### src/rtl/perf_sample_reporter.sv
// perf_sample_reporter
// Counts SIMD FLOPs and accepted memory bytes over a fixed window of
// counted cycles and emits one registered sample per window. Dropping
// enable flushes a partial window, if any cycles were counted.
// Optional build macro: PERF_OVF_STICKY_EN adds a sticky saturation flag (ovf).
//
// Memory handshake: a request transfers on a cycle where mem_valid and
// mem_ready are both high; only then are its bytes (1 << mem_size) counted.
// valid is a one-cycle strobe with no back-pressure; flop_inc/byte_inc
// hold their value between strobes.
module perf_sample_reporter #(
    parameter int LANES  = 32,
    parameter int WINDOW = 256,
    parameter int CNT_W  = 32
) (
    input  logic             clk,
    input  logic             rst,
    input  logic             enable,
    input  logic             alu_issue,
    input  logic [LANES-1:0] alu_mask,
    input  logic             alu_fma,
    input  logic             mem_valid,
    input  logic             mem_ready,
    input  logic [2:0]       mem_size,
    output logic [CNT_W-1:0] flop_inc,
    output logic [CNT_W-1:0] byte_inc,
    output logic             valid,
    output logic             busy,
`ifdef PERF_OVF_STICKY_EN
    output logic             ovf,
`endif
    output logic             state_dbg
);

    // Internal sum width: one bit above CNT_W, and at least wide enough
    // that a per-cycle increment plus a full accumulator cannot wrap.
    localparam int XW  = (CNT_W >= 16) ? CNT_W + 1 : 17;
    localparam int WCW = $clog2(WINDOW);
    localparam logic [WCW-1:0] WLAST   = WCW'(WINDOW - 1);
    localparam logic [XW-1:0]  SAT_MAX = {{(XW-CNT_W){1'b0}}, {CNT_W{1'b1}}};

    typedef enum logic {ST_IDLE = 1'b0, ST_ACCUM = 1'b1} state_t;

    state_t           state, state_nxt;
    logic [CNT_W-1:0] acc_flop, acc_byte;
    logic [WCW-1:0]   wcnt;
    logic [XW-1:0]    popcnt, f_raw, b_raw, f_sum_w, b_sum_w;
    logic [CNT_W-1:0] f_sum, b_sum;
    logic             f_sat, b_sat;
    logic             start, count_en, flush;

    // Per-cycle increments and saturating window sums.
    always_comb begin
        popcnt = '0;
        for (int i = 0; i < LANES; i++) begin
            popcnt = popcnt + XW'(alu_mask[i]);
        end
        f_raw   = alu_issue ? (alu_fma ? (popcnt << 1) : popcnt) : '0;
        b_raw   = (mem_valid && mem_ready) ? (XW'(1) << mem_size) : '0;
        f_sum_w = XW'(acc_flop) + f_raw;
        b_sum_w = XW'(acc_byte) + b_raw;
        f_sat   = (f_sum_w > SAT_MAX);
        b_sat   = (b_sum_w > SAT_MAX);
        f_sum   = f_sat ? '1 : f_sum_w[CNT_W-1:0];
        b_sum   = b_sat ? '1 : b_sum_w[CNT_W-1:0];
    end

    // State register.
    always_ff @(posedge clk or posedge rst) begin
        if (rst) state <= ST_IDLE;
        else     state <= state_nxt;
    end

    // Next-state and datapath control decode.
    always_comb begin
        state_nxt = state;
        start     = 1'b0;
        count_en  = 1'b0;
        flush     = 1'b0;
        case (state)
            ST_IDLE: begin
                if (enable) begin
                    state_nxt = ST_ACCUM;
                    start     = 1'b1;
                end
            end
            ST_ACCUM: begin
                if (enable) begin
                    count_en = 1'b1;
                end else begin
                    state_nxt = ST_IDLE;
                    flush     = (wcnt != '0);
                end
            end
            default: state_nxt = ST_IDLE;
        endcase
    end

    assign busy      = (state == ST_ACCUM);
    assign state_dbg = state;

    // Accumulators, window counter and registered sample outputs.
    always_ff @(posedge clk or posedge rst) begin
        if (rst) begin
            acc_flop <= '0;
            acc_byte <= '0;
            wcnt     <= '0;
            flop_inc <= '0;
            byte_inc <= '0;
            valid    <= 1'b0;
        end else begin
            valid <= 1'b0;
            if (start) begin
                acc_flop <= '0;
                acc_byte <= '0;
                wcnt     <= '0;
            end
            if (count_en) begin
                if (wcnt == WLAST) begin
                    // Boundary cycle: its own events close this window.
                    flop_inc <= f_sum;
                    byte_inc <= b_sum;
                    valid    <= 1'b1;
                    acc_flop <= '0;
                    acc_byte <= '0;
                    wcnt     <= '0;
                end else begin
                    acc_flop <= f_sum;
                    acc_byte <= b_sum;
                    wcnt     <= wcnt + 1'b1;
                end
            end
            if (flush) begin
                flop_inc <= acc_flop;
                byte_inc <= acc_byte;
                valid    <= 1'b1;
            end
        end
    end

`ifdef PERF_OVF_STICKY_EN
    // Sticky saturation flag, cleared only by reset and on window-run start.
    always_ff @(posedge clk or posedge rst) begin
        if (rst)                            ovf <= 1'b0;
        else if (start)                     ovf <= 1'b0;
        else if (count_en && (f_sat || b_sat)) ovf <= 1'b1;
    end
`endif

endmodule

### config.mk
export PLATFORM = sky130hd
export DESIGN_NAME = perf_sample_reporter
export DESIGN_NICKNAME = d
export VERILOG_FILES = /design/src/rtl/perf_sample_reporter.sv
export SDC_FILE = /design/constraint.sdc
export NUM_CORES = 1
export LEC_CHECK = 0
export CAP_MARGIN = 20
export CORE_MARGIN = 2
export CORE_UTILIZATION = 50
export CTS_CLUSTER_DIAMETER = 30
export DETAILED_ROUTE_END_ITERATION = 16
export GPL_TIMING_DRIVEN = 0
export PLACE_DENSITY = 0.73
export SLEW_MARGIN = 20
export SYNTH_ARGS = -nofsm -noshare
export SYNTH_HDL_FRONTEND = slang
export SYNTH_SLANG_ARGS = --single-unit
### constraint.sdc
create_clock -name clk -period 5.6 [get_ports clk]
set_input_delay 1.12 -clock clk [delete_from_list [all_inputs] [get_ports clk]]
set_output_delay 1.12 -clock clk [all_outputs]
set_load 0.05 [all_outputs]
**Yosys cells after proc, flatten, opt, wreduce, memory -nomap -nowiden**

Cells that the tools add are included.

- Input port bits: 42
- Register bits after elaboration: 138
- Output and inout port bits: 67

- Reductions and logical operators: 6
- Mux-type cells: 27
- Magnitude comparators: 2
- Add/subtract/negate cells: 34
- Shift operators: 1
- Eq/ne operators: 1

Operators with widths:

| kind | number |
|---|---|
| $mux 32 | 13 |
| $mux 33 | 3 |
| $add 32x33->33 | 2 |
| $gt 33x32->1 const B | 2 |
| $shl 1x3->33 const A | 1 |
| $add 31x1->32 | 1 |
| $add 30x1->31 | 1 |
| $add 29x1->30 | 1 |
| $add 28x1->29 | 1 |
| $add 27x1->28 | 1 |
| $add 26x1->27 | 1 |
| $add 25x1->26 | 1 |
| $add 24x1->25 | 1 |
| $add 23x1->24 | 1 |
| $mux 8 | 3 |
| $add 22x1->23 | 1 |
| $add 21x1->22 | 1 |
| $add 20x1->21 | 1 |
| $add 19x1->20 | 1 |
| $add 18x1->19 | 1 |
| $add 17x1->18 | 1 |
| $add 16x1->17 | 1 |
| $add 15x1->16 | 1 |
| $add 14x1->15 | 1 |
| 20 further kinds | 29 |

**Depth between registers and ports, before layout**

Gate-level depths: netlist of run 1.

- Depth after elaboration: 39
- Mapped depth: 25
- Depth with buffers taken out: 24

**Worst setup path before layout of run 1**

No wires, ideal clock.

- Path type: in2reg
- Start: input port alu_mask[0]
- End: register flop_inc[22]
- Cell stages on the path: 24
- Slack: -1.544 ns
- Path buffers: 0
- Arrival: 7.023 ns
- Library setup time: 0.121 ns
- Path through: inv_1 > fa_1 > fa_1 > inv_1 > fa_1 > fa_1 > fa_1 > inv_1 > fa_1 > inv_1 > ha_1 > a21o_1 > a21oi_1 > nor2b_1 > o21a_1 > mux2i_1 > nor2b_1 > ha_1 > o211ai_1 > a21o_1 > a21oi_1 > nand3_1 > o32a_1 > o22a_1

- Cells in the longest elaborated chain, start to end: 39

Ends and longest elaborated chain:

| element | line | source |
|---|---|---|
| from (decl) | 20 | `input logic [LANES-1:0] alu_mask,` |
| $add 1x1->2 (*) | 56 | `popcnt = popcnt + XW'(alu_mask[i]);` |
| $add 2x1->3 (*) | 56 |  |
| $add 3x1->4 (*) | 56 |  |
| $add 4x1->5 (*) | 56 |  |
| $add 5x1->6 (*) | 56 |  |
| $add 6x1->7 (*) | 56 |  |
| $add 7x1->8 (*) | 56 |  |
| $add 8x1->9 (*) | 56 |  |
| (+22 left out) | -- |  |
| $add 31x1->32 (*) | 56 |  |
| $mux 33 (*) (2 in series) | 58 | `f_raw = alu_issue ? (alu_fma ? (popcnt << 1) : popcnt) : '0;` |
| $add 32x33->33 (*) | 60 | `f_sum_w = XW'(acc_flop) + f_raw;` |
| $gt 33x32->1 | 62 | `f_sat = (f_sum_w > SAT_MAX);` |
| $mux 32 (*) | 64 | `f_sum = f_sat ? '1 : f_sum_w[CNT_W-1:0];` |
| $mux 32 (*) | 119 | `if (wcnt == WLAST) begin` |
| $mux 32 (*) | 118 | `if (count_en) begin` |
| $mux 32 (*) | 133 | `if (flush) begin` |
| to (signal assigned) | 121 | `flop_inc <= f_sum;` |
| to (signal assigned) | 134 | `flop_inc <= acc_flop;` |
| to (decl) | 25 | `output logic [CNT_W-1:0] flop_inc,` |

Mark *: on every way between the ends. The rest lies on a longest branch, timed or not. The select of a mux whose other input is x is not followed.
A chain may end at the register's enable or synchronous reset.

**Worst setup path after layout of run 1**

- Start: input port alu_mask[27]
- End: register flop_inc[27]

- Cells in the longest elaborated chain, start to end: 13

Ends and longest elaborated chain:

| element | line |
|---|---|
| $add 27x1->28 (*) | 56 |
| $add 28x1->29 (*) | 56 |
| $add 29x1->30 (*) | 56 |
| $add 30x1->31 (*) | 56 |
| $add 31x1->32 (*) | 56 |
| $mux 33 (*) (2 in series) | 58 |
| $add 32x33->33 (*) | 60 |
| $gt 33x32->1 | 62 |
| $mux 32 (*) | 64 |
| $mux 32 (*) | 119 |
| $mux 32 (*) | 118 |
| $mux 32 (*) | 133 |

Marked as above.

==> results of run 1 <==
==> metal layers <==
layer  up-vias  GRT usage [%]
met4         0          14.46
met3       116          6.837
met1      4513          43.97
li1       4147              -
met5         -              0
met2       568          48.74
==> metrics by stage <==
step | setup WS, ns | setup TNS (ns) | hold WS, ns
2_1_floorplan | -1.277 | -73.30 | 0.4621
3_3_place_gp | -2.372 | -317.29 | 0.4884
3_5_place_dp | -2.398 | -142.54 | 0.4998
4_1_cts | -1.360 | -80.76 | 0.5171
5_1_grt | -1.591 | -92.66 | 0.5418
6_report | -1.382 | -79.58 | 0.5152
==> path summary, 6_finish.rpt <==
check / start / endpoint / cells past startpoint
max: alu_mask[27] / flop_inc[27] / 25
min: flop_inc[2] / flop_inc[2] / 2
max reg2reg: wcnt[0] / byte_inc[2] / 10
min reg2reg: flop_inc[2] / flop_inc[2] / 2
max in group asynchronous: rst / acc_flop[6] / 3
min in group asynchronous: rst / byte_inc[22] / 2
==> Yosys cell counts (5+ instances only) <==
cell       count
o22ai_1       15
ha_1          24
and2_1         9
or2_2          5
o31ai_1        6
fa_1          26
nor3_1        22
nand2b_1      10
nor2_1        73
o211ai_1       5
and3_1        17
xnor2_1        9
o21ai_0      109
o22a_1        25
o21a_1        13
dfrtp_1      138
nand4_1       14
mux2i_1        5
and4_1         7
buf_2         21
a21o_1        14
a22o_1        28
a31oi_1       27
a22oi_1       19
clkbuf_1      43
nand2_1       57
nand3_1       28
nor2b_1        7
a211oi_1       5
o2bb2ai_1     18
a2bb2oi_1      5
a21oi_1       79
or3_1          8
inv_1         74
==> registers in the layout, indices dropped and copies added, names as in the netlist <==
register,count
acc_byte,32
valid,1
busy,1
acc_flop,32
byte_inc,32
flop_inc,32
wcnt,8
==> kinds of logic (layout without fill, tap and decap cells) <==
family | after synthesis | after routing | synth area share, %
AO/OA/AOI/OAI | 407 | 408 | 29.64
XOR/XNOR | 13 | 13 | 1.247
adder cells (fa/ha/maj) | 50 | 50 | 8.986
buffers and inverters | 145 | 327 | 6.452
flip-flops | 138 | 138 | 37.81
multiplexers | 5 | 5 | 0.5480
AND/OR/NAND/NOR | 275 | 275 | 15.31
==> layout make-up <==
cell class	instances	area [um2]	share of cell area (%)
Tap cell	229	286.5	2.344
Buffer	70	369.1	3.020
Clock inverter	11	145.1	1.187
Sequential cell	138	3453	28.25
Clock buffer	20	456.7	3.736
Inverter	74	285.3	2.334
Multi-Input combinational cell	751	5727	46.85
Timing Repair Buffer	152	1500	12.27
==> tightest hold or removal path, stage by stage, from the launching register on <==
cell	delay, ns
dfrtp_1	0.35
a22oi_1	0.08
o21ai_2	0.06
==> what timing repair did <==
| item | CTS | global route |
|---|---|---|
| setup buffers | 23 | 17 |
| setup endpoints to repair | 64 | 64 |
| pin swaps | 34 | 46 |
| cloned | 3 | 2 |
| resized for setup | 108 | 84 |
==> power groups by stage <==
| stage | Sequential, mW | Combinational (mW) | Clock, mW |
|---|---|---|---|
| 5_1_grt | 1.28 | 3.11 | 1.22 |
| 3_3_place_gp | 1.27 | 2.40 | 0 |
| 2_1_floorplan | 1.72 | 1.37 | 0 |
| 4_1_cts | 1.26 | 2.65 | 1.18 |
| 6_report | 1.26 | 2.87 | 1.18 |
| 3_5_place_dp | 1.27 | 2.47 | 0 |
==> impl_results.md, run 1 <==
* Met1 WL at 12890 um
* Worst-path maximum fanout at 6
* Sinks on Clock Net at 138
* Layout net count at 1296
* EDFF count, synth at 0
* Routed vias at 9344
* Met2 WL at 14140 um
* Clk buf depth at 2
* Final clock skew at 0.01099 ns
* Vias in the first global route at 8942
* Synth Instances at 1033
* CTS H-tree lvls at 4
* Tmin final at 6.982 ns
* Grt total ovfl at 0
* Core box area at 17960 um2
* CP max stage cell: a2111o_1
* Post-route ant nets at 0
* Routed len/inst at 21.93 um
* CP peak stage delay at 0.59 ns
* CP required at 5.92 ns
* CTS tree: yes
* Inst Count DP at 1370
* All-Layer GR Usage at 31.96%
* Antenna cells at 0
* Cell area after layout at 12220 um2
* Residual DRC at 0
* P_sw at 2.202 mW
* Initial antenna violation count at 0
* Dominant synthesized flop cell: dfrtp_1
* Setup Viol. Count Final at 64
* Worst hold path type: register to register
* Share of the synthesized area in the top cell type at 37.81%
* Top sig layer: met4
* Share of layout cells above drive strength 1 at 20.48%
* Critical Path Sink Type: register
* # fillers at 1384
* Most frequent cells in the layout: 138 x dfrtp_1, 92 x clkdlybuf4s50_1, 86 x o21ai_0
* Reg clk slew, reported paths at 0.06 ns
* Worst-margin pin slew at 0.9857 ns
* Arrival @ worst endpoint at 7.30 ns
* CP Launch Type: input port
* Vias per inst at 6.466
* PnR worst setup slack at -1.382 ns
* Die area at 19360 um2
* Final Util at 68.04%
* Area leader, netlist: dfrtp_1
* Fin crit share at 124.7%
* Area grow syn2layout at 33.82%
* Failing checks: setup timing
* DP HPWL at 21010 um
* Port Buffers at 107
* Async SR Flop Fraction at 100.0%
* Cell internal pwr at 3.108 mW
* Peak supply drop at 321.3 uV
* Placed cell area at 10680 um2
* Worst reg2reg setup slack at 2.57 ns
* Logic gate share of total power at 54.1%
* # rows at 49
* Buf/Inv on CP at 6
* CTS Buf Count at 17
* Worst skew pair latency at 0.43 ns
* Ports at 109
* Non-Filler Instances at 1445
* Die width at 139.2 um
* Register bit total from synthesis at 138
* Largest net degree at the start of global routing at 90
* Yosys warns at 0
* Unrepaired setup endpoints after global routing: true
* Tot Pwr at 5.310 mW
* Sequential fraction of the synthesis area at 37.81%
* Hold buffers post-CTS at 0
* Pleak at 5.086 nW
* Status: finished with violations
* Routed wl met3 at 3258 um
* GP Congestion at 0.9675
* Iter 0 DRT Violations at 1234
* Fmax at 143.2 MHz
* CP Class: input port to register
* Mapped cell area at 9134 um2
* CTS Root Cell: clkbuf_16
* Max-slew violation count at 0
* Hold Vio Cnt, Final at 0
* Syn Nets at 1125
* Synth cell types at 71
* Commonest non-fill, non-tap cell in the layout: dfrtp_1
* Die height at 139.2 um
* First-pass GRT wire length at 48600 um
* Reg power frac at 23.7%
* Avg Synthesized Cell Area at 8.842 um2
* Starting Density at 50.85%
* Power Density at 434.4 nW/um2
* Total wire length at 31690 um
* Relative slew slack at 34.29%
* Max-cap violations at 0
* Switching Fraction at 41.47%
* Detailed Routing Iterations Pass 1 at 6
* Top delay family on crit path: adder cells
* Clock Power Share at 22.2%
* Synth top area cells: dfrtp_1 38%, o21ai_0 6.0%, fa_1 5.7%
Power figures use the tool's default switching activity.
==> run 2, diff against run 1 <==
CELL_PAD_IN_SITES_DETAIL_PLACEMENT = 0   (was default)
CELL_PAD_IN_SITES_GLOBAL_PLACEMENT = 2   (was default)
CORE_UTILIZATION = 35   (was 50)
PLACE_DENSITY = default   (was 0.73)
PLACE_DENSITY_LB_ADDON = 0.1   (was default)
SLEW_MARGIN = default   (was 20)
==> run 2 against run 1 <==
Effect of this change:
- the flow still finishes with violations (setup timing)
- sequential share of layout area shrank 0.57 points
- power fell by 1.6%
- maximum frequency increased by 0.10%
- first-iteration DRC count is 47% lower
- highest routed layer unchanged
- largest cell class unchanged
- worst hold slack got worse by 0.013 ns
- utilization decreased by 20 points
- non-clock buffer count shrank 3
- via count decreased by 4.3%
- clock-buffer cell count is the same
- final cell count increased by 7.2%
- clock power barely moved
- critical path depth unchanged
==> impl_results.md, run 2 (synthesis gave the netlist of run 1 again) <==
* Layout net count at 1293 (was 1296)
* Unrepaired setup endpoints after global routing: true (unchanged)
* Worst-margin pin slew at 1.075 ns (was 0.9857 ns)
* Die area at 27410 um2 (was 19360 um2)
* CP peak stage delay at 0.65 ns (was 0.59 ns)
* CTS Root Cell: clkbuf_16 (unchanged)
* Setup Viol. Count Final at 64 (unchanged)
* Die height at 165.5 um (was 139.2 um)
* Arrival @ worst endpoint at 7.30 ns (about the same)
* GP Congestion at 0.8594 (was 0.9675)
* Cell internal pwr at 3.048 mW (was 3.108 mW)
* Failing checks: setup timing (unchanged)
* CTS H-tree lvls at 4 (unchanged)
* Iter 0 DRT Violations at 654 (was 1234)
* Status: finished with violations (unchanged)
* P_sw at 2.176 mW (was 2.202 mW)
* CP required at 5.93 ns (was 5.92 ns)
* Tmin final at 6.975 ns (was 6.982 ns)
* Area grow syn2layout at 36.59% (was 33.82%)
* Total wire length at 34600 um (was 31690 um)
* Largest net degree at the start of global routing at 91 (was 90)
* Commonest non-fill, non-tap cell in the layout: dfrtp_1 (unchanged)
* Reg power frac at 24.1% (was 23.7%)
* Switching Fraction at 41.66% (was 41.47%)
* Setup TNS at -78.93 ns (was -79.58 ns)
* Max-cap violations at 0 (unchanged)
* Clock Power Share at 22.0% (was 22.2%)
* Peak supply drop at 311.8 uV (was 321.3 uV)
* Worst-path maximum fanout at 6 (unchanged)
* Post-route ant nets at 0 (unchanged)
* Initial antenna violation count at 0 (unchanged)
* Relative slew slack at 28.31% (was 34.29%)
* Sinks on Clock Net at 138 (unchanged)
* Vias per inst at 5.773 (was 6.466)
* Fmax at 143.4 MHz (was 143.2 MHz)
* Power Density at 418.7 nW/um2 (was 434.4 nW/um2)
* Fin crit share at 124.6% (was 124.7%)
* Vias in the first global route at 8645 (was 8942)
* Final clock skew at 0.01127 ns (was 0.01099 ns)
* Pleak at 5.109 nW (was 5.086 nW)
* Port Buffers at 107 (unchanged)
* First-pass GRT wire length at 52000 um (was 48600 um)
* All-Layer GR Usage at 25.53% (was 31.96%)
* Worst skew pair latency at 0.43 ns (about the same)
* PnR worst setup slack at -1.375 ns (was -1.382 ns)
* Worst reg2reg setup slack at 2.53 ns (was 2.57 ns)
* Clk buf depth at 2 (unchanged)
* Routed len/inst at 22.34 um (was 21.93 um)
* Max-slew violation count at 0 (unchanged)
* Ports at 109 (unchanged)
* Top delay family on crit path: adder cells (unchanged)
* Setup slack at placement at -2.414 ns (was -2.398 ns)
* Buf/Inv on CP at 6 (unchanged)
* Detailed Routing Iterations Pass 1 at 5 (was 6)
* Final Util at 48.29% (was 68.04%)
* Grt total ovfl at 0 (unchanged)
* CP Class: input port to register (unchanged)
* CP max stage cell: a2111o_2 (was a2111o_1)
* Antenna cells at 0 (unchanged)
* Critical Path Sink Type: register (unchanged)
* Reg clk slew, reported paths at 0.06 ns (about the same)
* Share of layout cells above drive strength 1 at 20.26% (was 20.48%)
* CP most frequent cell: fa_1
* Die width at 165.5 um (was 139.2 um)
* Most frequent cells in the layout: 138 x dfrtp_1, 92 x clkdlybuf4s50_1, 82 x o21ai_0 (was 138 x dfrtp_1, 92 x clkdlybuf4s50_1, 86 x o21ai_0)
* CP Launch Type: input port (unchanged)
* Core box area at 25840 um2 (was 17960 um2)
* Routed vias at 8943 (was 9344)
* Residual DRC at 0 (unchanged)
* Worst hold path type: register to register (unchanged)
* Hold Vio Cnt, Final at 0 (unchanged)
* DP HPWL at 23700 um (was 21010 um)
* # rows at 59 (was 49)
* CTS tree: yes (unchanged)
* Starting Density at 35.35% (was 50.85%)
* Logic gate share of total power at 53.9% (was 54.1%)
* CTS Buf Count at 17 (unchanged)
==> run 2: cell count changes in the layout (fill, tap and decap cells not counted), sizes merged <==
cell,change
buf,-4
clkinv,+2
bufinv,-1
clkbuf,+1
clkinvlp,+1
inv,-1
==> run 2: worst paths after layout <==
kind,from,end,cells after the start
min in group asynchronous,rst,acc_flop[16],3
worst min register to register,acc_byte[9],acc_byte[9],2
worst max-delay path,alu_mask[1],flop_inc[27],25
worst min-delay path,acc_byte[9],acc_byte[9],2
worst max register to register,wcnt[0],byte_inc[1],10
max in group asynchronous,rst,wcnt[0],4
==> run 2: metrics by stage <==
stage / cells / cell area, um2 / total power [mW] / hold WS (ns)
final: 1549 / 12480 / 5.224 / 0.5024
after global routing: 1549 / 12480 / 5.572 / 0.5459
after floorplan: 1033 / 9291 / 3.084 / 0.4621
after CTS: 1539 / 12120 / 5.094 / 0.5061
after global placement: 1475 / 10780 / 3.719 / 0.4956
after detailed placement: 1477 / 10840 / 3.734 / 0.4927
==> run 2: repair_timing <==
item	4_1_cts	5_1_grt
endpoints found under the setup margin	64	64
pin swaps	44	47
cloned	6	0
buffers inserted	26	16
hold buffers	0	0
gates resized for setup	141	65
==> run 2: cell type report <==
class / count / area, um2
fill: 2505 / 13360
multi-input combinational: 751 / 5836
sequential: 138 / 3453
timing repair buffer: 149 / 1529
clock buffer: 20 / 456.7
tap: 335 / 419.2
buffer: 70 / 375.4
inverter: 74 / 282.8
clock inverter: 12 / 123.9
==> run 2: power by group through the flow <==
stage,Clock [mW],Sequential (mW),Combinational (mW)
final,1.15,1.26,2.81
after CTS,1.16,1.26,2.67
after detailed placement,0,1.27,2.46
after floorplan,0,1.72,1.37
after global routing,1.20,1.28,3.09
after global placement,0,1.27,2.45
==> run 2: worst min-delay path: stages (launching register included) <==
cell and delay (ns):
dfrtp_1 0.36, nand2_1 0.05, o21ai_0 0.06
==> run 2: metal layers <==
metal  part of all wire, %  global-route usage, %
met1                    47                  36.91
met2                    46                  39.57
met3                   5.7                  4.171
met4                   1.6                  6.818
met5                     0                      0
==> run 3, diff against run 2 <==
CORE_ASPECT_RATIO = 1.5   (was default)
SLEW_MARGIN = 20   (was default)
==> run 3 against run 2 <==
Effect of this change:
- the run still ends with setup timing left
- global-route usage grew 0.41 points
- worst hold slack better by 0.00079 ns
- sequential share of layout area grew 0.72 points
- sequential power is essentially flat
- worst setup slack better by 0.055 ns
==> impl_results.md, run 3 (synthesis gave the netlist of run 1 again) <==
* Max-slew violation count at 0 (unchanged)
* Worst-path maximum fanout at 6 (unchanged)
* Layout net count at 1285 (was 1293)
* Vias in the first global route at 8964 (was 8645)
* # rows at 72 (was 59)
* Non-Filler Instances at 1539 (was 1549)
* Total wire length at 34600 um (about the same)
* Power Density at 421.4 nW/um2 (was 418.7 nW/um2)
* CTS Root Cell: clkbuf_16 (unchanged)
* Die height at 201.9 um (was 165.5 um)
* Routed vias at 8833 (was 8943)
* CTS H-tree lvls at 4 (unchanged)
* Worst-margin pin slew at 0.9568 ns (was 1.075 ns)
* Setup Viol. Count Final at 64 (unchanged)
* Placed cell area at 10810 um2 (was 10840 um2)
* Switching Fraction at 41.63% (was 41.66%)
* PnR worst setup slack at -1.320 ns (was -1.375 ns)
* Antenna cells at 0 (unchanged)
* Cell internal pwr at 2.990 mW (was 3.048 mW)
* CP required at 5.94 ns (was 5.93 ns)
* Status: finished with violations (unchanged)
* Worst hold path type: register to register (unchanged)
* GP Congestion at 0.8813 (was 0.8594)
* Cell area after layout at 12160 um2 (was 12480 um2)
* Die area at 27430 um2 (was 27410 um2)
* Grt total ovfl at 0 (unchanged)
* Critical Path Sink Type: register (unchanged)
* Hold Vio Cnt, Final at 0 (unchanged)
* Residual DRC at 0 (unchanged)
* Largest net degree at the start of global routing at 78 (was 91)
* Starting Density at 35.45% (was 35.35%)
* Fmax at 144.5 MHz (was 143.4 MHz)
* Tmin final at 6.920 ns (was 6.975 ns)
* Final clock skew at 0.009813 ns (was 0.01127 ns)
* Peak supply drop at 365.8 uV (was 311.8 uV)
* Unrepaired setup endpoints after global routing: true (unchanged)
* Initial antenna violation count at 0 (unchanged)
* Vias per inst at 5.739 (was 5.773)
* Commonest non-fill, non-tap cell in the layout: dfrtp_1 (unchanged)
* Failing checks: setup timing (unchanged)
* Pleak at 5.008 nW (was 5.109 nW)
* Routed len/inst at 22.48 um (was 22.34 um)
* Clock Power Share at 23.6% (was 22.0%)
* Inst Count DP at 1474 (was 1477)
* P_sw at 2.133 mW (was 2.176 mW)
* Ports at 109 (unchanged)
* Arrival @ worst endpoint at 7.26 ns (was 7.30 ns)
* Logic gate share of total power at 51.9% (was 53.9%)
* Port Buffers at 107 (unchanged)
* Worst skew pair latency at 0.45 ns (was 0.43 ns)
* Final Util at 47.19% (was 48.29%)
* Hold_ws at 0.5032 ns (was 0.5024 ns)
* CP Class: input port to register (unchanged)
* Reg power frac at 24.5% (was 24.1%)
* Sinks on Clock Net at 138 (unchanged)
* Most frequent cells in the layout: 138 x dfrtp_1, 92 x clkdlybuf4s50_1, 80 x o21ai_0 (was 138 x dfrtp_1, 92 x clkdlybuf4s50_1, 82 x o21ai_0)
* Setup slack at placement at -2.508 ns (was -2.414 ns)
* Area grow syn2layout at 33.11% (was 36.59%)
* CTS tree: yes (unchanged)
* Core box area at 25760 um2 (was 25840 um2)
* Fin crit share at 123.6% (was 124.6%)
* Share of layout cells above drive strength 1 at 18.33% (was 20.26%)
* Tot Pwr at 5.123 mW (was 5.224 mW)
* Max-cap violations at 0 (unchanged)
* Iter 0 DRT Violations at 586 (was 654)
* Clk buf depth at 2 (unchanged)
* Die width at 135.9 um (was 165.5 um)
* DP HPWL at 24450 um (was 23700 um)
* First-pass GRT wire length at 53360 um (was 52000 um)
* All-Layer GR Usage at 25.94% (was 25.53%)
* Relative slew slack at 36.22% (was 28.31%)
* CTS Buf Count at 17 (unchanged)
* Hold buffers post-CTS at 0 (unchanged)
* CP Launch Type: input port (unchanged)
* Worst reg2reg setup slack at 2.52 ns (was 2.53 ns)
* Setup TNS at -77.03 ns (was -78.93 ns)
* Detailed Routing Iterations Pass 1 at 5 (unchanged)
* Reg clk slew, reported paths at 0.07 ns (was 0.06 ns)
* Post-route ant nets at 0 (unchanged)
-- run 3: cell types whose count changed in the layout (fill, tap and decap cells not counted), moves of 5 or more --
| cell | previous run | this run |
|---|---|---|
| o21ai_1 | 14 | 21 |
| o21ai_2 | 15 | 10 |
| clkinv_4 | 1 | 6 |
| a31oi_1 | 17 | 24 |
| a31oi_4 | 10 | 3 |
| a21oi_1 | 51 | 57 |
| clkinv_2 | 5 | 0 |
-- run 3: routing by layer --
metal	wire length, um	vias up	global-route usage (%)
met1	14860	4418	32.95
met3	1160	60	3.361
met4	1017	0	9.003
met2	17550	232	45.02
li1	-	4123	-
met5	0	-	0
-- run 3: what timing repair did --
item                       4_1_cts  5_1_grt
setup buffers                   21       11
resized for setup              124       43
setup endpoints to repair       64       64
gates cloned                     3        1
pin swaps                       35       34
-- run 3: cell type report --
type                       count  area [um2]
buffer                        71       392.9
clock buffer                  17       425.4
clock inverter                15       191.4
fill                        2564       13610
inverter                      74       285.3
multi-input combinational    750        5620
sequential                   138        3453
tap                          333       416.7
timing repair buffer         141        1373
-- run 3: power groups by stage --
stage,Clock (mW),Combinational [mW],Sequential (mW)
final,1.21,2.66,1.26
after global routing,1.26,2.93,1.27
after CTS,1.22,2.64,1.26
after detailed placement,0,2.48,1.27
after global placement,0,2.45,1.27
after floorplan,0,1.37,1.72
-- run 3: final timing paths --
check                             from      endpoint  cells after the start
max                        alu_mask[3]  flop_inc[29]                     27
min                        acc_byte[9]   acc_byte[9]                      2
max reg2reg                acc_byte[7]  byte_inc[27]                      9
min reg2reg                acc_byte[9]   acc_byte[9]                      2
max in group asynchronous          rst   acc_flop[6]                      3
min in group asynchronous          rst  byte_inc[10]                      2
-- run 3: worst max-delay path, stage by stage --
cell and delay, ns:
buf_6 0.07, inv_2 0.03, fa_1 0.50, fa_2 0.60, fa_2 0.47, fa_1 0.50, fa_1 0.51, fa_1 0.40
inv_1 0.08, ha_2 0.18, inv_2 0.04, fa_2 0.34, inv_2 0.05, a21o_1 0.11, a21oi_2 0.07, xnor2_2 0.13
mux2i_1 0.10, nor2b_1 0.16, ha_2 0.32, a21o_1 0.20, nor2_4 0.17, a2111oi_4 0.09, buf_4 0.18, nor2_4 0.32
clkbuf_16 0.24, a21oi_2 0.06, o22a_1 0.21
